--- config.mk ---
export PLATFORM = sky130hd
export DESIGN_NAME = hazard_stall_ctrl
export DESIGN_NICKNAME = d
export VERILOG_FILES = /design/src/rtl/hazard_stall_ctrl.sv
export SDC_FILE = /design/constraint.sdc
export NUM_CORES = 1
export LEC_CHECK = 0
export BUFFER_PORTS_ARGS = -buffer_cell sky130_fd_sc_hd__buf_2
export CAP_MARGIN = 40
export CELL_PAD_IN_SITES_DETAIL_PLACEMENT = 2
export CELL_PAD_IN_SITES_GLOBAL_PLACEMENT = 2
export CORE_MARGIN = 2
export CORE_UTILIZATION = 21
export DETAILED_ROUTE_END_ITERATION = 10
export PLACE_DENSITY = 0.82
export SYNTH_ARGS = -nofsm -noshare
export SYNTH_HDL_FRONTEND = slang
export SYNTH_SLANG_ARGS = --single-unit
export TNS_END_PERCENT = 20
--- constraint.sdc ---
create_clock -name clk -period 3.35 [get_ports clk]
set_clock_uncertainty 0.2 [all_clocks]
set_input_delay 0.335 -clock clk [delete_from_list [all_inputs] [get_ports clk]]
set_output_delay 0.335 -clock clk [all_outputs]
set_load 0.005 [all_outputs]
--- src/rtl/hazard_stall_ctrl.sv ---
// Hazard/stall controller: register-dependency and mult/div-busy stall generation for the E-stage register.
// Optional stall statistics counter enabled by defining HAZARD_STATS_EN.
module hazard_stall_ctrl #(
    parameter int MULT_CYCLES = 5,
    parameter int DIV_CYCLES  = 10
) (
    input  logic        clk,
    input  logic        reset,
    input  logic [4:0]  rs_D,
    input  logic [4:0]  rt_D,
    input  logic [1:0]  Tuse_rs,
    input  logic [1:0]  Tuse_rt,
    input  logic [4:0]  waddr_E,
    input  logic [1:0]  Tnew_E,
    input  logic [4:0]  waddr_M,
    input  logic [1:0]  Tnew_M,
    input  logic        md_start,
    input  logic        md_is_div,
    input  logic        md_use_D,
    output logic        stall,
    output logic        md_busy,
    output logic [31:0] stall_cnt
);

    logic [3:0] cnt_q;
    logic [3:0] cnt_d;
    logic       stall_rs;
    logic       stall_rt;
    logic       stall_md;

    // Tnew never exceeds 2, so Tuse=3 (source unused) can never trigger a stall.
    always_comb begin
        stall_rs = (rs_D != 5'd0) &&
                   (((rs_D == waddr_E) && (Tnew_E > Tuse_rs)) ||
                    ((rs_D == waddr_M) && (Tnew_M > Tuse_rs)));
        stall_rt = (rt_D != 5'd0) &&
                   (((rt_D == waddr_E) && (Tnew_E > Tuse_rt)) ||
                    ((rt_D == waddr_M) && (Tnew_M > Tuse_rt)));
        stall_md = md_use_D && (md_start || md_busy);
        stall    = stall_rs || stall_rt || stall_md;
    end

    assign md_busy = (cnt_q != 4'd0);

    // A new md_start while busy is ignored: the issuing instruction is held in D.
    always_comb begin
        cnt_d = cnt_q;
        if (cnt_q != 4'd0) begin
            cnt_d = cnt_q - 4'd1;
        end else if (md_start) begin
            cnt_d = md_is_div ? 4'(DIV_CYCLES) : 4'(MULT_CYCLES);
        end
    end

    always_ff @(posedge clk or negedge reset) begin
        if (!reset) begin
            cnt_q <= 4'd0;
        end else begin
            cnt_q <= cnt_d;
        end
    end

`ifdef HAZARD_STATS_EN
    logic [31:0] stall_cnt_q;
    logic [31:0] stall_cnt_d;

    always_comb begin
        stall_cnt_d = stall_cnt_q;
        if (stall) begin
            stall_cnt_d = stall_cnt_q + 32'd1;
        end
    end

    always_ff @(posedge clk or negedge reset) begin
        if (!reset) begin
            stall_cnt_q <= 32'd0;
        end else begin
            stall_cnt_q <= stall_cnt_d;
        end
    end

    assign stall_cnt = stall_cnt_q;
`else
    assign stall_cnt = 32'd0;
`endif

endmodule

==> Yosys cells after proc, flatten, opt, wreduce, memory -nomap -nowiden <==
Cells that the tools add are included.
{ "word_totals": {"register_bits": 4, "inputBits": 33, "out_inout_bits": 34, "elab_cells": 29} }
{ "op_classes": {"add_sub_neg": 1, "magnitude_cmp": 4, "n_eq_ne": 4, "muxes": 3, "n_reduce_logical": 16} }
{ "ops": {"columns": ["cell", "count"], "rows": [
  ["$eq 5x5->1", 4],
  ["$mux 4", 3],
  ["$reduce_bool 5->1", 2],
  ["$gt 2x2->1", 4],
  ["$logic_and 1x1->1", 7],
  ["$logic_or 1x1->1", 5],
  ["$reduce_bool 4->1", 1],
  ["$sub 4x1->4 const B", 1],
  ["$reduce_bool 2->1", 1]
]} }

==> Longest topological paths before layout <==
{ "depth": {"word_depth": 6, "depth_mapped": 7, "ltp_nobuf": 7} }

==> Least setup slack after synthesis <==
OpenSTA, ideal clock, no wires.
{ "synth_timing": {"kind": "input-to-output", "start": "in Tuse_rs[1]", "end": "out stall", "arrival_ps": 1267, "t_required_ps": 2815, "slack_ps": 1548, "path_stages": 7, "n_path_buf": 0, "path_cell_list": "inv_1 -> ha_1 -> nand2_1 -> nand4_1 -> nor4_1 -> o22ai_1 -> nand3_1"} }
{ "synth_via": {"elab_chain_cells": 6, "elab_cells_between_ends": 8, "classes_between": "2 x order compare; 6 x reduce/logical"} }
{ "synth_lines": {"columns": ["element", "line", "text"], "rows": [
  ["start, declared", "11", "input logic [1:0] Tuse_rs,"],
  ["$gt 2x2->1, on equally long branches", "34, 35", null],
  ["$logic_and 1x1->1, on equally long branches", "34, 35", null],
  ["$logic_or 1x1->1 *", "34", "(((rs_D == waddr_E) && (Tnew_E > Tuse_rs)) ||"],
  ["$logic_and 1x1->1 *", "33", "stall_rs = (rs_D != 5'd0) &&"],
  ["$logic_or 1x1->1 * (2 in series)", "40", "stall = stall_rs || stall_rt || stall_md;"],
  ["end, declared", "20", "output logic stall,"]
]} }
Every way passes the cells marked *; elsewhere a longest branch is shown, timed or not.

==> Worst setup path in the final report <==
Ends and elaborated chain as after synthesis.

==> metrics <==
Worst-path clk slew 30 ps; num rows 23; I/O pin cnt 67; routed len/inst 11.99 µm; sequential share of the synthesized area 0.1110; pwr/cell area 379.2 nW/µm²; leakage 0.5519 nW; TritonCTS clock tree yes; Initial Utilization 0.2223; critical path depth in cells 9; synth cell count leaders 32 x buf_4, 14 x xnor2_1, 10 x ha_1, 10 x inv_1, 7 x xor2_1; Design Power 0.0004028 W; GP Congestion 0.7203; post-synth cell types 21; endpoints failing setup 0; WP buf/inv 3; critical path's slowest cell nor4_1; worst min-delay path category in2reg; Final HPWL DP 2.208 mm; total wire length 2.421 mm; Synth area leader buf_4; Die W 69.54 µm; Place WS 1163 ps; clk buf depth 2; met1 usage 0.1201; Reg2Reg Depth 5; CP Class in2out; crit-path max cell delay 330 ps; most frequent CP cell buf_2; Yosys reg bits 4; Arrival @ worst endpoint 1660 ps; initial antenna violation count 0; crit-path cells buf_2, inv_1, ha_1, nand2_1, nand4_1, nor4_1, o22ai_1, nand3_1, buf_2; FILL cells 497; async set or reset register ratio after synthesis 1.000; Final ANT Viol Nets 0; warnings from Yosys 0; Root Buffer clkbuf_8; area grow syn2layout 17.75%; GRT overflow 0; flop-to-flop setup slack 1910 ps; worst path required time 2810 ps; n_diodes 0; top cells by area, synth buf_4 27%, ha_1 14%, xnor2_1 14%, dfrtp_1 11%, xor2_1 6.8%; max-cap violations 0; Die Ht 69.54 µm; Peak VDD IR 0.1220 mV; largest net degree at the start of global routing 8; met3 Use GR 0.01308; core area 4058 µm²; drt drc 0; largest fanout on the critical path 2; number of global-route vias before repair 843; M2 GR Usage 0.1912; max reg flops 4; prevailing post-synth register cell dfrtp_1; Via density 3.911; Startpoint Class input pin; biggest regs cnt_q x4; via count 790; Top delay family on crit path simple AND/OR/NAND/NOR gates; Final Hold Vio Count 0; Max Fclk 456.0 MHz; synthesized area per cell 7.844 µm²; share of layout cells above drive strength 1 0.2500; worst skew pair latency 220 ps; Syn Std Cell Area 902.1 µm²; CP Capture Type output pin; Syn Inst Count 115; share of the synthesized area in the top cell type 0.2663; timing endpoint of the critical path stall; Iter 0 DRT Violations 8; Layout Nets 197; Reg with most FFs cnt_q; TritonCTS buffer count 3; TritonRoute pass-1 iters 4; fin crit share 0.6546; Setup crit start Tuse_rs[1]; most frequent cell after synthesis buf_4; GRT Util Overall 0.1026; PostCTS Resize Cnt 0; setup TNS 0 ps; CTS sink cnt 4; Max Slew Vio Count 0; Post-synth EDFFs 0; Clock H-tree levels 1; status complete, no violations; setup ws final 1157 ps; min cycle time layout 2193 ps; FF-to-FF Start cnt_q[0]; RSZ-0062 raised after global routing false; I/O Buffers 34; gr busiest metal met2; first-pass GRT wire length 3.898 mm; r2r endpoint cnt_q[1]; die area 4836 µm²
-- metrics by stage --
step / hold WS [ps] / std cells / area (µm²) / utilization
floorplan: -160.6 / 146 / 1018 / -
global route: 287.3 / 202 / 1062 / 0.2618
detailed placement: -52.49 / 198 / 1011 / 0.2492
finish: 248.2 / 202 / 1062 / 0.2618
CTS: 243.5 / 202 / 1062 / 0.2618
global placement: -59.51 / 198 / 1011 / 0.2492
-- final cells by class --
class | count | area [µm²] | share of cell area
Sequential cell | 4 | 100.1 | 0.09423
Tap cell | 50 | 62.56 | 0.05889
Multi-Input combinational cell | 100 | 640.6 | 0.6031
Clock buffer | 3 | 41.29 | 0.03887
Timing Repair Buffer | 35 | 180.2 | 0.1696
Inverter | 10 | 37.54 | 0.03534
-- kinds of logic (layout without fill, tap and decap cells) --
| logic type | Yosys count | in the layout | synth area share |
|---|---|---|---|
| buffers and inverters | 42 | 48 | 0.3079 |
| XOR/XNOR | 21 | 21 | 0.2039 |
| AND/OR/NAND/NOR | 19 | 19 | 0.1096 |
| AO/OA/AOI/OAI | 17 | 17 | 0.1137 |
| adder cells (fa/ha/maj) | 10 | 10 | 0.1387 |
| flip-flops | 4 | 4 | 0.1110 |
| other | 1 | 32 | 0.004157 |
| multiplexers | 1 | 1 | 0.01110 |
-- power by group --
part / internal, W / switching, W / leakage (nW) / total (W)
clock: 0.0000765 / 0.0000239 / 0.0216 / 0.000100
sequential: 0.0000759 / 0.0000263 / 0.0466 / 0.000102
combinational: 0.0000919 / 0.000108 / 0.484 / 0.000200
total: 0.000244 / 0.000159 / 0.552 / 0.000403
-- routing by layer --
metal | vias to the layer above | wire (µm) | share of wire
li1 | 396 | - | -
met1 | 356 | 998 | 0.41
met2 | 34 | 1248 | 0.52
met3 | 4 | 147 | 0.061
met4 | 0 | 26 | 0.011
met5 | - | 0 | 0
-- placed cells by master, fill, tap and decap left out, types with 2 or more instances in the layout --
master / Yosys / layout
nand3_1: 2 / 2
o21ai_0: 6 / 6
nand2_1: 6 / 6
clkbuf_8: 0 / 3
inv_1: 10 / 10
xnor2_1: 14 / 14
nor2_1: 2 / 2
nand4_1: 3 / 3
xor2_1: 7 / 7
nor4_1: 3 / 3
a21oi_1: 6 / 6
ha_1: 10 / 10
conb_1: 1 / 32
o22ai_1: 2 / 2
or4_1: 2 / 2
dfrtp_1: 4 / 4
buf_2: 0 / 34
-- worst reg2reg max path, stage by stage, from the launching register on --
cell     delay, ps
dfrtp_1        420
inv_1           90
ha_1           230
nand2_1        210
nand2_1         90
o21a_1         100
-- worst min-delay path by stage --
stage          endpoint  slack, ps  depth (start not counted)  startpoint
4_1_cts        cnt_q[2]        240                          4   md_is_div
3_3_place_gp   cnt_q[0]        -60                          1       reset
3_5_place_dp   cnt_q[0]        -50                          1       reset
5_1_grt        cnt_q[0]        290                          2       reset
2_1_floorplan  cnt_q[0]       -160                          0       reset
6_report       cnt_q[2]        250                          4   md_is_div
-- timing repair --
| action | CTS | global route |
|---|---|---|
| hold buffers | 1 | 0 |
| buffers inserted | 0 | 0 |
| hold endpoints to repair | 4 | 0 |
No activity file was read; power rests on OpenSTA's default activity.
